## src/rtl/instr_mem_loader_pkg.sv

```systemverilog
// Shared types and constants for the instruction memory loader.
// Stream layout: 2 header bytes, 4 bytes per word, 1 checksum byte.
package instr_loader_pkg;

   typedef enum logic [2:0] {
      IDLE,
      LEN_LO,
      LEN_HI,
      DATA,
      CHK,
      DONE,
      ERR
   } state_t;

   localparam int HDR_BYTES  = 2;
   localparam int WORD_BYTES = 4;
   localparam int CHK_BYTES  = 1;

   // States in which a stream byte can be taken; the loader never stalls in them.
   function automatic logic takes_bytes(state_t s);
      return (s == LEN_LO) || (s == LEN_HI) || (s == DATA) || (s == CHK);
   endfunction

endpackage

```

## src/rtl/instr_mem_loader_if.sv

```systemverilog
// Byte-stream input and instruction RAM write port of the loader.
// master is the byte source / RAM side, slave is the loader itself.
interface instr_mem_loader_if #(
   parameter int DATA_WIDTH = 32
);
   logic                  byte_valid;
   logic [7:0]            byte_data;
   logic                  byte_ready;
   logic                  mem_we;
   logic [DATA_WIDTH-1:0] mem_addr;
   logic [DATA_WIDTH-1:0] mem_wdata;

   modport master (
      output byte_valid, byte_data,
      input  byte_ready, mem_we, mem_addr, mem_wdata
   );

   modport slave (
      input  byte_valid, byte_data,
      output byte_ready, mem_we, mem_addr, mem_wdata
   );
endinterface

```

## src/rtl/instr_mem_loader_word_assembler.sv

```systemverilog
// Packs payload bytes little-endian into 32-bit words and keeps the running XOR.
// word_valid is the registered one-cycle write pulse following the fourth byte.
module word_assembler
   import instr_loader_pkg::*;
(
   input  logic        clk,
   input  logic        rst,
   input  logic        clear,
   input  logic        accept,
   input  logic [7:0]  byte_in,
   output logic        word_last,
   output logic        word_valid,
   output logic [31:0] word,
   output logic [7:0]  chk
);

   logic [1:0]  cnt_q, cnt_d;
   logic [23:0] shift_q, shift_d;
   logic [31:0] word_q, word_d;
   logic        word_valid_q, word_valid_d;
   logic [7:0]  chk_q, chk_d;

   always_comb begin
      cnt_d        = cnt_q;
      shift_d      = shift_q;
      word_d       = word_q;
      chk_d        = chk_q;
      word_last    = accept && (cnt_q == 2'(WORD_BYTES - 1));
      word_valid_d = word_last;
      if (clear) begin
         cnt_d = 2'd0;
         chk_d = 8'h00;
      end else if (accept) begin
         cnt_d   = cnt_q + 2'd1;
         // Shifting right leaves byte 0 in the low lane after three bytes.
         shift_d = {byte_in, shift_q[23:8]};
         chk_d   = chk_q ^ byte_in;
         if (word_last) begin
            word_d = {byte_in, shift_q};
         end
      end
   end

   always_ff @(posedge clk) begin
      if (rst) begin
         cnt_q        <= 2'd0;
         shift_q      <= 24'h0;
         word_q       <= 32'h0;
         word_valid_q <= 1'b0;
         chk_q        <= 8'h00;
      end else begin
         cnt_q        <= cnt_d;
         shift_q      <= shift_d;
         word_q       <= word_d;
         word_valid_q <= word_valid_d;
         chk_q        <= chk_d;
      end
   end

   assign word_valid = word_valid_q;
   assign word       = word_q;
   assign chk        = chk_q;

endmodule

```

## src/rtl/instr_mem_loader.sv

```systemverilog
// Loads a length-prefixed, XOR-checksummed program image into instruction RAM
// and holds the core in reset until the image has been verified.
module instr_mem_loader
   import instr_loader_pkg::*;
#(
   parameter int          DATA_WIDTH = 32,
   parameter int          ADDR_WIDTH = 10,
   parameter logic [31:0] BASE_ADDR  = 32'h0
) (
   input  logic               clk,
   input  logic               rst,
   input  logic               start,
   instr_mem_loader_if.slave  bus,
   output logic               cpu_hold,
   output logic               busy,
   output logic               done,
   output logic               error
);

   localparam logic [31:0] CAPACITY = 32'(2 ** ADDR_WIDTH);

   state_t                  state_q, state_d;
   logic [7:0]              len_lo_q, len_lo_d;
   logic [15:0]             n_q, n_d;
   logic [ADDR_WIDTH:0]     word_idx_q, word_idx_d;
   logic [DATA_WIDTH-1:0]   mem_addr_q, mem_addr_d;
   logic                    busy_q, busy_d;
   logic                    cpu_hold_q, cpu_hold_d;
   logic                    done_q, done_d;
   logic                    error_q, error_d;

   logic        accept;
   logic        clear;
   logic        word_last;
   logic        word_valid;
   logic [31:0] word;
   logic [7:0]  chk;
   logic [15:0] n_in;

   assign bus.byte_ready = takes_bytes(state_q);
   assign accept         = bus.byte_valid && bus.byte_ready;
   assign n_in           = {bus.byte_data, len_lo_q};

   word_assembler u_asm (
      .clk        (clk),
      .rst        (rst),
      .clear      (clear),
      .accept     (accept && (state_q == DATA)),
      .byte_in    (bus.byte_data),
      .word_last  (word_last),
      .word_valid (word_valid),
      .word       (word),
      .chk        (chk)
   );

   always_comb begin
      state_d    = state_q;
      len_lo_d   = len_lo_q;
      n_d        = n_q;
      word_idx_d = word_idx_q;
      mem_addr_d = mem_addr_q;
      busy_d     = busy_q;
      cpu_hold_d = cpu_hold_q;
      done_d     = done_q;
      error_d    = error_q;
      clear      = 1'b0;
      unique case (state_q)
         IDLE, DONE, ERR: begin
            if (start) begin
               state_d    = LEN_LO;
               clear      = 1'b1;
               word_idx_d = '0;
               busy_d     = 1'b1;
               cpu_hold_d = 1'b1;
               done_d     = 1'b0;
               error_d    = 1'b0;
            end
         end
         LEN_LO: begin
            if (accept) begin
               len_lo_d = bus.byte_data;
               state_d  = LEN_HI;
            end
         end
         LEN_HI: begin
            if (accept) begin
               n_d = n_in;
               if (32'(n_in) > CAPACITY) begin
                  state_d = ERR;
                  busy_d  = 1'b0;
                  error_d = 1'b1;
               end else if (n_in == 16'd0) begin
                  state_d = CHK;
               end else begin
                  state_d = DATA;
               end
            end
         end
         DATA: begin
            if (word_last) begin
               mem_addr_d = DATA_WIDTH'(BASE_ADDR) + DATA_WIDTH'({word_idx_q, 2'b00});
               word_idx_d = word_idx_q + 1'b1;
               if (32'(word_idx_q) + 32'd1 == 32'(n_q)) begin
                  state_d = CHK;
               end
            end
         end
         CHK: begin
            if (accept) begin
               busy_d = 1'b0;
               if (bus.byte_data == chk) begin
                  state_d    = DONE;
                  done_d     = 1'b1;
                  cpu_hold_d = 1'b0;
               end else begin
                  state_d = ERR;
                  error_d = 1'b1;
               end
            end
         end
         default: state_d = IDLE;
      endcase
   end

   always_ff @(posedge clk) begin
      if (rst) begin
         state_q    <= IDLE;
         len_lo_q   <= 8'h00;
         n_q        <= 16'h0;
         word_idx_q <= '0;
         mem_addr_q <= '0;
         busy_q     <= 1'b0;
         cpu_hold_q <= 1'b0;
         done_q     <= 1'b0;
         error_q    <= 1'b0;
      end else begin
         state_q    <= state_d;
         len_lo_q   <= len_lo_d;
         n_q        <= n_d;
         word_idx_q <= word_idx_d;
         mem_addr_q <= mem_addr_d;
         busy_q     <= busy_d;
         cpu_hold_q <= cpu_hold_d;
         done_q     <= done_d;
         error_q    <= error_d;
      end
   end

   assign bus.mem_we    = word_valid;
   assign bus.mem_addr  = mem_addr_q;
   assign bus.mem_wdata = DATA_WIDTH'(word);
   assign busy          = busy_q;
   assign cpu_hold      = cpu_hold_q;
   assign done          = done_q;
   assign error         = error_q;

endmodule

```

## src/flat_wrapper.sv

```systemverilog
// flat-port wrapper written by rule: the top's interface ports become plain ports
module instr_mem_loader_flat import instr_loader_pkg::*;
#(
   parameter int          DATA_WIDTH = 32,
   parameter int          ADDR_WIDTH = 10,
   parameter logic [31:0] BASE_ADDR  = 32'h0
)
  (clk, rst, start, cpu_hold, busy, done, error, bus_byte_valid, bus_byte_data, bus_byte_ready, bus_mem_we, bus_mem_addr, bus_mem_wdata);
  instr_mem_loader_if #(.DATA_WIDTH(DATA_WIDTH)) bus_i ();
  input  logic clk;
  input  logic rst;
  input  logic start;
  output logic cpu_hold;
  output logic busy;
  output logic done;
  output logic error;
  input wire logic [$bits(bus_i.byte_valid)-1:0] bus_byte_valid;
  input wire logic [$bits(bus_i.byte_data)-1:0] bus_byte_data;
  output wire logic [$bits(bus_i.byte_ready)-1:0] bus_byte_ready;
  output wire logic [$bits(bus_i.mem_we)-1:0] bus_mem_we;
  output wire logic [$bits(bus_i.mem_addr)-1:0] bus_mem_addr;
  output wire logic [$bits(bus_i.mem_wdata)-1:0] bus_mem_wdata;
  assign bus_i.byte_valid = bus_byte_valid;
  assign bus_i.byte_data = bus_byte_data;
  assign bus_byte_ready = bus_i.byte_ready;
  assign bus_mem_we = bus_i.mem_we;
  assign bus_mem_addr = bus_i.mem_addr;
  assign bus_mem_wdata = bus_i.mem_wdata;
  instr_mem_loader #(.DATA_WIDTH(DATA_WIDTH), .ADDR_WIDTH(ADDR_WIDTH), .BASE_ADDR(BASE_ADDR)) u_core (.clk(clk), .rst(rst), .start(start), .bus(bus_i), .cpu_hold(cpu_hold), .busy(busy), .done(done), .error(error));
endmodule
```

## config.mk

```make
export PLATFORM = sky130hd
export DESIGN_NAME = instr_mem_loader_flat
export DESIGN_NICKNAME = d
export VERILOG_FILES = /design/src/rtl/instr_mem_loader_pkg.sv /design/src/rtl/instr_mem_loader_if.sv /design/src/rtl/instr_mem_loader_word_assembler.sv /design/src/rtl/instr_mem_loader.sv /design/src/flat_wrapper.sv
export SDC_FILE = /design/constraint.sdc
export NUM_CORES = 1
export LEC_CHECK = 0
export ABC_CLOCK_PERIOD_IN_PS = 6600
export BUFFER_PORTS_ARGS = -buffer_cell sky130_fd_sc_hd__buf_2
export CAP_MARGIN = 10
export CORE_MARGIN = 4
export CORE_UTILIZATION = 35
export CTS_BUF_LIST = sky130_fd_sc_hd__clkbuf_4 sky130_fd_sc_hd__clkbuf_8
export DETAILED_ROUTE_END_ITERATION = 8
export PLACE_DENSITY = 0.59
export SLEW_MARGIN = 20
export SYNTH_ARGS = -nofsm -noshare
export SYNTH_HDL_FRONTEND = slang
export SYNTH_SLANG_ARGS = --single-unit
```

## constraint.sdc

```tcl
create_clock -name clk -period 6.6 [get_ports clk]
set_input_delay 0.33 -clock clk [delete_from_list [all_inputs] [get_ports clk]]
set_output_delay 0.33 -clock clk [all_outputs]
set_load 0.02 [all_outputs]
```

==> impl_metrics.yaml, run 1 <==
routing:
  dr.pass1.iters: 6
  vias: 4490
  avgViaCountPerCell: 5.00
  drtAntennaViolNets: 0
  finalWirelength_mm: 13.0
  wl_met1_mm: 5.80
  dr_wl_met2_mm: 6.22
  wire_per_inst_um: 14.5
  routed.top_layer: "met4"
  drc: 0
  dr_wl_met3_um: 811
  drt-initial-drc-count: 275
status:
  status: "completed"
worst_setup_path:
  max_stage_delay_ns: 0.55
  crit_family: "simple AND/OR/NAND/NOR gates"
  path_max_fanout: 8
  cp_cell_sequence: "ha_1 -> nand3_2 -> or4_1 -> a21oi_1 -> o2111ai_1 -> or4_4 -> a21oi_2"
  rr_worst_depth: 7
  slowest_stage: "or4_4"
  crit_path_start_kind: "flip-flop"
  endpoint_kind: "flip-flop"
  arrival_ns: 3.04
  critPathBufInv: 0
  cp.depth: 7
  critical_path_class: "flip-flop to flip-flop"
  critPathRequiredTime_ns: 6.96
layout:
  diodes: 0
  multi_input_area_um2: 2530
  fin_cells: 898
  drive_gt1_share_pct: 14.1
  fill_cells: 1483
  area_delta_synth_final_pct: 13.4
  ff_latch_area_um2: 2400
  num-nets-final: 718
grt:
  grt_pass1_vias: 4284
  grt_use_total_pct: 15.8
  grt_pass1_wl_mm: 21.0
  grt_start_max_net_pins: 111
  antenna_found_initial: 0
  grt_remaining_overflow: 0
timing:
  slew_viol_final: 0
  fin_setup_tns_ns: 0
  rsz0062_at_grt: "no"
  hold_viol: 0
  tightest_slew_ns: 1.05
  fmax_mhz: 373
  skew_ns: 0.0142
  fin_crit_ns: 2.68
  setup_viol: 0
  finalCritPeriodShare_pct: 40.6
  max-slew-margin-rel_pct: 29.8
pwr:
  p_int_w: 0.00129
  switching_share_pct: 29.5
  pwr_density_cell_nw_per_um2: 309
  leakagePower_nw: 2.26
  p_clk_share_pct: 37.9
  pwr-share-seq_pct: 44.1
  ir_drop_mv: 0.146
  p_comb_share_pct: 18.0
  p_switching_w: 0.000539
flow_run:
  maxCapViolCount: 0
cts:
  cts_num_sinks: 120
  insertion_delay_ns: 0.44
  cts_tree: "done"
  cts_buffers: 17
  path_clk_slew_ns: 0.07
  cts_resized: 0
  clockBufferDepth: 2
  cts_root_buf: "clkbuf_8"
  cts_setup_buffers: 0
  htree_levels: 4
  holdBufCountCts: 0
logic_synthesis:
  synthCells: 671
  syn_area_per_cell_um2: 7.77
  synth_edf_count: 0
  yosys.cell_types.count: 54
  synth_seq_cells: 120
  yosysWarningCount: 0
  async_flop_share_pct: 0
  yosysSeqAreaShare_pct: 46.1
  synthTopCellsByCount: "nand2_1, dfxtp_1, a21oi_1"
  synth_area_um2: 5220
  yosys_most_used_dff: "dfxtp_1"
  synth.area.top_cells: "dfxtp_1, nand2_1, a21oi_1"
  synth_top_area_cell: "dfxtp_1"
  yosysMostFrequentCell: "nand2_1"
  netlist.area_leader.share_pct: 46.1
floorplanning:
  die_w_um: 130
  start_util_pct: 35.8
  chipHeight_um: 130
  core-area_um2: 14600
  fp-row-count: 44
  die_area_um2: 16900
  boundaryPins: 82
placed_design:
  routabilityCongestion: 0.868
  portBuffers: 60
  placed_cells: 869
  place_hpwl_mm: 8.76
hold_path:
  hp-class: "input pin to flip-flop"
  hold_depth: 3
==> per-layer routing <==
layer  up-vias  global-route usage, %
li1       2259                      -
met1      2097                   20.1
met2       119                   25.1
met3        15                   4.13
met4         0                   7.03
met5         -                      0
==> sequential cells by signal (all words and copies together) (netlist names) <==
signal,count
u_core.u_asm.shift_q,24
u_core.bus.mem_addr,11
u_core.cpu_hold,1
u_core.u_asm.word_valid,1
u_core.busy,1
u_core.state_q,3
u_core.word_idx_q,11
u_core.u_asm.word,32
u_core.done,1
u_core.n_q,16
u_core.u_asm.cnt_q,2
u_core.error,1
u_core.u_asm.chk,8
u_core.len_lo_q,8
==> power groups by stage <==
stage,sequential (W),combinational (W),clock (W)
after floorplan,0.000801,0.000279,0
after global placement,0.000817,0.000320,0
after detailed placement,0.000823,0.000325,0
after CTS,0.000806,0.000327,0.000712
after global routing,0.000814,0.000365,0.000741
final,0.000808,0.000329,0.000693
==> cell type report <==
cell class	instances	share of cell area, %
multi-input combinational	498	42.8
sequential	120	40.6
tap	184	3.89
clock buffer	20	4.34
clock inverter	9	2.58
timing repair buffer	62	5.44
inverter	5	0.317
==> path summary, 6_finish.rpt <==
kind | from | to | slack (ns)
max reg2reg | u_core.word_idx_q[0] | u_core.state_q[2] | 3.92
max | u_core.word_idx_q[0] | u_core.state_q[2] | 3.92
min | bus_byte_data[5] | u_core.u_asm.word[29] | 0.20
min reg2reg | u_core.busy | u_core.busy | 0.45
==> cells by family (layout without fill, tap and decap cells) <==
kind of cell | Yosys count | in the layout | share of synthesized area (%)
buffers and inverters | 73 | 96 | 7.05
adders and majority gates | 3 | 3 | 0.672
AOI/OAI and AO/OA | 153 | 153 | 16.1
and+or+nand+nor | 284 | 284 | 23.6
xor gates and xnor gates | 35 | 35 | 6.02
muxes | 2 | 2 | 0.384
other | 1 | 21 | 0.0719
DFF | 120 | 120 | 46.1
==> worst min-delay path, cell delays in order <==
cell     delay (ns)
buf_2          0.14
nand2_1        0.07
a21oi_1        0.05
==> metrics by stage <==
| stage | setup slack, ns | power (W) | hold WS [ns] | util, % | area, um2 |
|---|---|---|---|---|---|
| 2_1_floorplan | 4.31 | 0.00108 | 0.432 | - | 5290 |
| 3_3_place_gp | 3.94 | 0.00114 | 0.442 | 37.7 | 5500 |
| 3_5_place_dp | 3.76 | 0.00115 | 0.446 | 37.7 | 5500 |
| 4_1_cts | 3.75 | 0.00185 | 0.175 | 40.5 | 5900 |
| 5_1_grt | 3.77 | 0.00192 | 0.197 | 40.5 | 5920 |
| 6_report | 3.92 | 0.00183 | 0.195 | 40.5 | 5920 |
==> layout by cell type, fill, tap and decap left out, types with 5 or more instances in the layout <==
cell type / instances
buf_2: 59
a21oi_1: 113
dfxtp_1: 120
nand3_1: 10
o21ai_1: 7
xor2_1: 23
o21ai_0: 8
nand2_1: 197
conb_1: 21
nor4_1: 6
xnor2_1: 11
clkbuf_8: 17
and3_1: 7
nor2_1: 28
nor3_1: 5
Note: power is estimated with default switching activity, not from simulation.
==> inputs of run 2 (changes only) <==
--- a/config.mk
+++ b/config.mk
@@ -5,7 +5,7 @@
 export SDC_FILE = /design/constraint.sdc
 export NUM_CORES = 1
 export LEC_CHECK = 0
-export ABC_CLOCK_PERIOD_IN_PS = 6600
+export ABC_CLOCK_PERIOD_IN_PS = 2500
 export BUFFER_PORTS_ARGS = -buffer_cell sky130_fd_sc_hd__buf_2
 export CAP_MARGIN = 10
 export CORE_MARGIN = 4
==> constraint.sdc (replaced) <==
create_clock -name clk -period 2.5 [get_ports clk]
set_input_delay 0.125 -clock clk [delete_from_list [all_inputs] [get_ports clk]]
set_output_delay 0.125 -clock clk [all_outputs]
set_load 0.02 [all_outputs]
==> run 2 against run 1 <==
Effect of this change: first-iteration DRC count rose by 36%; clock power rose to 2.6 times the previous value; global-route usage rose by 0.34 points; largest power group unchanged.
==> impl_metrics.yaml, run 2 (synthesis results as in run 1) <==
cts:
  insertion_delay_ns: 0.44
  cts_root_buf: "clkbuf_8"
  cts_setup_buffers: 0
  htree_levels: 4
  path_clk_slew_ns: 0.07
  clockBufferDepth: 2
  cts_buffers: 17
  cts_tree: "done"
  cts_num_sinks: 120
worst_setup_path:
  critPathBufInv: 0
  r2r-start: "u_core.word_idx_q[0]"
  arrival_ns: 2.74
  cp_cell_sequence: "ha_2 -> nand3_2 -> or4_1 -> a21oi_1 -> o2111ai_1 -> or4_4 -> a21oi_2"
  slowest_stage: "or4_4"
  crit_path_start_kind: "flip-flop"
  max_stage_delay_ns: 0.55
  endpoint_kind: "flip-flop"
  critical_path_class: "flip-flop to flip-flop"
  critPathRequiredTime_ns: 2.86
  cp-startpoint: "u_core.word_idx_q[0]"
  crit_family: "simple AND/OR/NAND/NOR gates"
  path_max_fanout: 7
layout:
  drive_gt1_share_pct: 16.2
  final_common_cell: "nand2_1"
  area_delta_synth_final_pct: 17.0
  most-common-layout-cells: "nand2_1, dfxtp_1, a21oi_1"
  diodes: 0
  largest_register_ff_count: 32
  num-nets-final: 740
  fin_area_um2: 6100
  fill_cells: 1512
  final_util_pct: 41.8
floorplanning:
  boundaryPins: 82
  die_w_um: 130
  start_util_pct: 35.8
  core-area_um2: 14600
  fp-row-count: 44
  die_area_um2: 16900
  chipHeight_um: 130
placed_design:
  portBuffers: 60
  routabilityCongestion: 0.886
  placed_area_um2: 5610
  place_hpwl_mm: 9.21
timing:
  fin_crit_ns: 2.38
  slew_viol_final: 0
  skew_ns: 0.0157
  hold_viol: 0
  fmax_mhz: 420
  setup_viol: 0
  finalCritPeriodShare_pct: 95.2
  max-slew-margin-rel_pct: 55.3
  tightest_slew_ns: 0.670
grt:
  grt_pass1_wl_mm: 21.6
  antenna_found_initial: 0
  grt_start_max_net_pins: 53
  grt_pass1_vias: 4373
  grt_use_total_pct: 16.1
  grt_remaining_overflow: 0
flow_run:
  maxCapViolCount: 0
routing:
  drt-initial-drc-count: 373
  vias: 4538
  drtAntennaViolNets: 0
  finalWirelength_mm: 13.1
  drc: 0
  avgViaCountPerCell: 4.92
  wire_per_inst_um: 14.2
  dr.pass1.iters: 4
pwr:
  p_switching_w: 0.00147
  switching_share_pct: 30.3
  pwr-share-seq_pct: 44.0
  p_comb_share_pct: 18.6
  leakagePower_nw: 2.36
  p_clk_share_pct: 37.4
  pwr_density_cell_nw_per_um2: 794
  ir_drop_mv: 0.462
  p_int_w: 0.00338
hold_path:
  min_from: "bus_byte_data[2]"
  hp-class: "input pin to flip-flop"
status:
  status: "completed"
-- run 2: changes by cell type in the layout (fill, tap and decap cells not counted), moves of 2 or more --
cell	change
buf_4	+16
dlygate4sd3_1	+7
clkbuf_8	+5
inv_6	+3
bufinv_16	-2
clkbuf_4	-2
clkinv_4	-2
clkinvlp_4	+2
-- run 2: cell type report --
cell class | instances | area, um2 | area share, %
Multi-Input combinational cell | 498 | 2530 | 41.4
Sequential cell | 120 | 2400 | 39.4
Timing Repair Buffer | 84 | 500 | 8.20
Clock buffer | 23 | 310 | 5.09
Tap cell | 184 | 230 | 3.77
Clock inverter | 9 | 111 | 1.82
Inverter | 5 | 18.8 | 0.308
-- run 2: power groups by stage --
| stage | Clock (W) | Combinational, W | Sequential (W) |
|---|---|---|---|
| after floorplan | 0 | 0.000737 | 0.00211 |
| after global placement | 0 | 0.000875 | 0.00216 |
| after detailed placement | 0 | 0.000894 | 0.00217 |
| after CTS | 0.00186 | 0.000908 | 0.00213 |
| after global routing | 0.00195 | 0.00101 | 0.00215 |
| final | 0.00181 | 0.000903 | 0.00213 |
-- run 2: repair_timing --
action | 4_1_cts | 5_1_grt
gates resized for setup | 0 | 1
hold buffers | 7 | 0
setup endpoints to repair | 0 | 1
endpoints found under the hold margin | 19 | 0
-- run 2: worst paths after layout --
kind                        end  slack (ns)  cells past startpoint
max reg2reg   u_core.state_q[2]        0.12                      7
min          u_core.len_lo_q[2]        0.04                      3
max           u_core.state_q[2]        0.12                      7
min reg2reg        u_core.error        0.45                      2
-- run 2: metal layers --
metal / wire length [um] / GRT usage [%] / part of all wire, %
met4: 142 / 6.23 / 1.1
met3: 579 / 4.58 / 4.4
met5: 0 / 0 / 0
met1: 6070 / 20.9 / 46
met2: 6290 / 25.5 / 48
-- run 2: worst reg2reg max path, delay by kind of cell, from the launching register on --
| family | cells | cell delay [ns] |
|---|---|---|
| DFF | 1 | 0.35 |
| and+or+nand+nor | 3 | 1.26 |
| adders and majority gates | 1 | 0.26 |
| AOI/OAI and AO/OA | 3 | 0.43 |
-- run 2: per-stage QoR --
stage               setup TNS [ns]  total power, W  hold WS, ns  std cells  setup WS, ns
CTS                              0         0.00489       0.0108        923        0.0854
detailed placement               0         0.00306        0.437        884         0.122
global placement                 0         0.00304        0.425        884         0.181
floorplan                        0         0.00285        0.261        691         0.209
finish                           0         0.00484       0.0386        923         0.121
global route              -0.00748         0.00510       0.0603        923      -0.00748
==> inputs of run 3 (changes only) <==
--- a/config.mk
+++ b/config.mk
@@ -8,11 +8,13 @@
 export ABC_CLOCK_PERIOD_IN_PS = 2500
 export BUFFER_PORTS_ARGS = -buffer_cell sky130_fd_sc_hd__buf_2
 export CAP_MARGIN = 10
+export CELL_PAD_IN_SITES_DETAIL_PLACEMENT = 1
+export CELL_PAD_IN_SITES_GLOBAL_PLACEMENT = 2
 export CORE_MARGIN = 4
-export CORE_UTILIZATION = 35
+export CORE_UTILIZATION = 34
 export CTS_BUF_LIST = sky130_fd_sc_hd__clkbuf_4 sky130_fd_sc_hd__clkbuf_8
 export DETAILED_ROUTE_END_ITERATION = 8
-export PLACE_DENSITY = 0.59
+export PLACE_DENSITY = 0.87
 export SLEW_MARGIN = 20
 export SYNTH_ARGS = -nofsm -noshare
 export SYNTH_HDL_FRONTEND = slang
==> run 3 against run 2 <==
Effect of this change: clock power is 5% lower; core utilization fell by 1.2 points; first-iteration DRC count shrank 12%; flip-flop and latch count stayed put; fmax is 3.0% higher; sequential share of layout area decreased by 0.12 points; non-clock buffer count is 4 higher; critical endpoint unchanged; setup slack improved by 0.069 ns; power fell by 0.42%.
==> impl_metrics.yaml, run 3 (synthesis results as in run 1) <==
layout:
  final_common_cell: "nand2_1"
  diodes: 0
  largest_register_ff_count: 32
  area_delta_synth_final_pct: 17.4
  final_util_pct: 40.6
  drive_gt1_share_pct: 17.0
  fin_area_um2: 6120
  num-nets-final: 744
  most-common-layout-cells: "nand2_1, dfxtp_1, a21oi_1"
  fill_cells: 1892
worst_setup_path:
  critical_path_class: "flip-flop to flip-flop"
  endpoint_kind: "flip-flop"
  arrival_ns: 2.67
  crit_path_start_kind: "flip-flop"
  critPathRequiredTime_ns: 2.86
  path_max_fanout: 6
timing:
  slew_viol_final: 0
  finalCritPeriodShare_pct: 92.4
  rsz0062_at_grt: "no"
  hold_viol: 0
  setup_ws_ns: 0.189
  setup_viol: 0
  fin_setup_tns_ns: 0
  skew_ns: 0.0109
  fin_crit_ns: 2.31
  tightest_slew_ns: 0.596
  fmax_mhz: 433
  max-slew-margin-rel_pct: 60.2
floorplanning:
  fp-row-count: 45
  chipHeight_um: 132
  die_w_um: 132
  boundaryPins: 82
  core-area_um2: 15100
  die_area_um2: 17400
  start_util_pct: 34.6
routing:
  dr.pass1.iters: 4
  finalWirelength_mm: 14.8
  drtAntennaViolNets: 0
  vias: 4678
  wire_per_inst_um: 15.8
  drc: 0
  drt-initial-drc-count: 327
  avgViaCountPerCell: 5.02
cts:
  insertion_delay_ns: 0.43
  cts_setup_buffers: 0
  clockBufferDepth: 2
  htree_levels: 4
  cts_buffers: 17
  cts_root_buf: "clkbuf_8"
  path_clk_slew_ns: 0.07
  cts_num_sinks: 120
  cts_tree: "done"
grt:
  grt_pass1_wl_mm: 24.4
  antenna_found_initial: 0
  grt_pass1_vias: 4775
  grt_use_total_pct: 17.2
  grt_remaining_overflow: 0
  grt_start_max_net_pins: 83
placed_design:
  routabilityCongestion: 0.831
  dpl_worst_slack_ns: 0.133
  place_hpwl_mm: 10.6
  portBuffers: 60
  placed_area_um2: 5660
flow_run:
  maxCapViolCount: 0
pwr:
  ir_drop_mv: 0.485
  pwr_density_cell_nw_per_um2: 788
  leakagePower_nw: 2.38
status:
  status: "completed"
hold_path:
  hp-class: "input pin to flip-flop"
-- run 3: path summary, 6_finish.rpt --
check,start,to,slack (ns),depth (start not counted)
setup / recovery,u_core.word_idx_q[1],u_core.state_q[2],0.19,7
hold / removal,bus_byte_data[3],u_core.len_lo_q[3],0.02,3
setup reg to reg,u_core.word_idx_q[1],u_core.state_q[2],0.19,7
hold reg to reg,u_core.u_asm.word[20],u_core.u_asm.word[20],0.45,2
-- run 3: what timing repair did --
item / CTS / global route
hold buffers: 6 / 0
gates resized for setup: 0 / 2
endpoints found under the setup margin: 0 / 1
endpoints found under the hold margin: 13 / 0
-- run 3: final cells by class --
type	instances	area, um2	share of cell area, %
Clock inverter	6	63.8	1.04
Timing Repair Buffer	88	541	8.83
Clock buffer	26	333	5.44
Sequential cell	120	2400	39.3
Tap cell	188	235	3.84
Multi-Input combinational cell	498	2530	41.3
Inverter	5	18.8	0.306
-- run 3: per-layer routing --
| layer | vias to the layer above | wire length [um] | GRT usage [%] |
|---|---|---|---|
| li1 | 2318 | - | - |
| met1 | 2258 | 6750 | 21.7 |
| met2 | 83 | 7290 | 29.0 |
| met3 | 19 | 479 | 3.85 |
| met4 | 0 | 225 | 5.60 |
| met5 | - | 0 | 0 |
-- run 3: stage by stage --
step	hold slack (ns)	total power, W	cells
6_report	0.0250	0.00482	931
5_1_grt	0.0185	0.00509	931
4_1_cts	0.00566	0.00487	931
3_5_place_dp	0.446	0.00314	893
2_1_floorplan	0.261	0.00285	691
3_3_place_gp	0.427	0.00310	893
-- run 3: report_power, final --
part	internal [W]	leakage, nW	switching [W]
combinational	0.000379	1.21	0.000628
sequential	0.00200	0.969	0.000103
clock	0.000961	0.203	0.000755
total	0.00334	2.38	0.00149
-- run 3: critical path: stages, from the launching register on --
cell       delay (ns)
dfxtp_2          0.37
ha_2             0.21
nand3_2          0.14
or4_1            0.53
a21oi_1          0.16
o2111ai_1        0.15
or4_4            0.55
a21oi_2          0.13
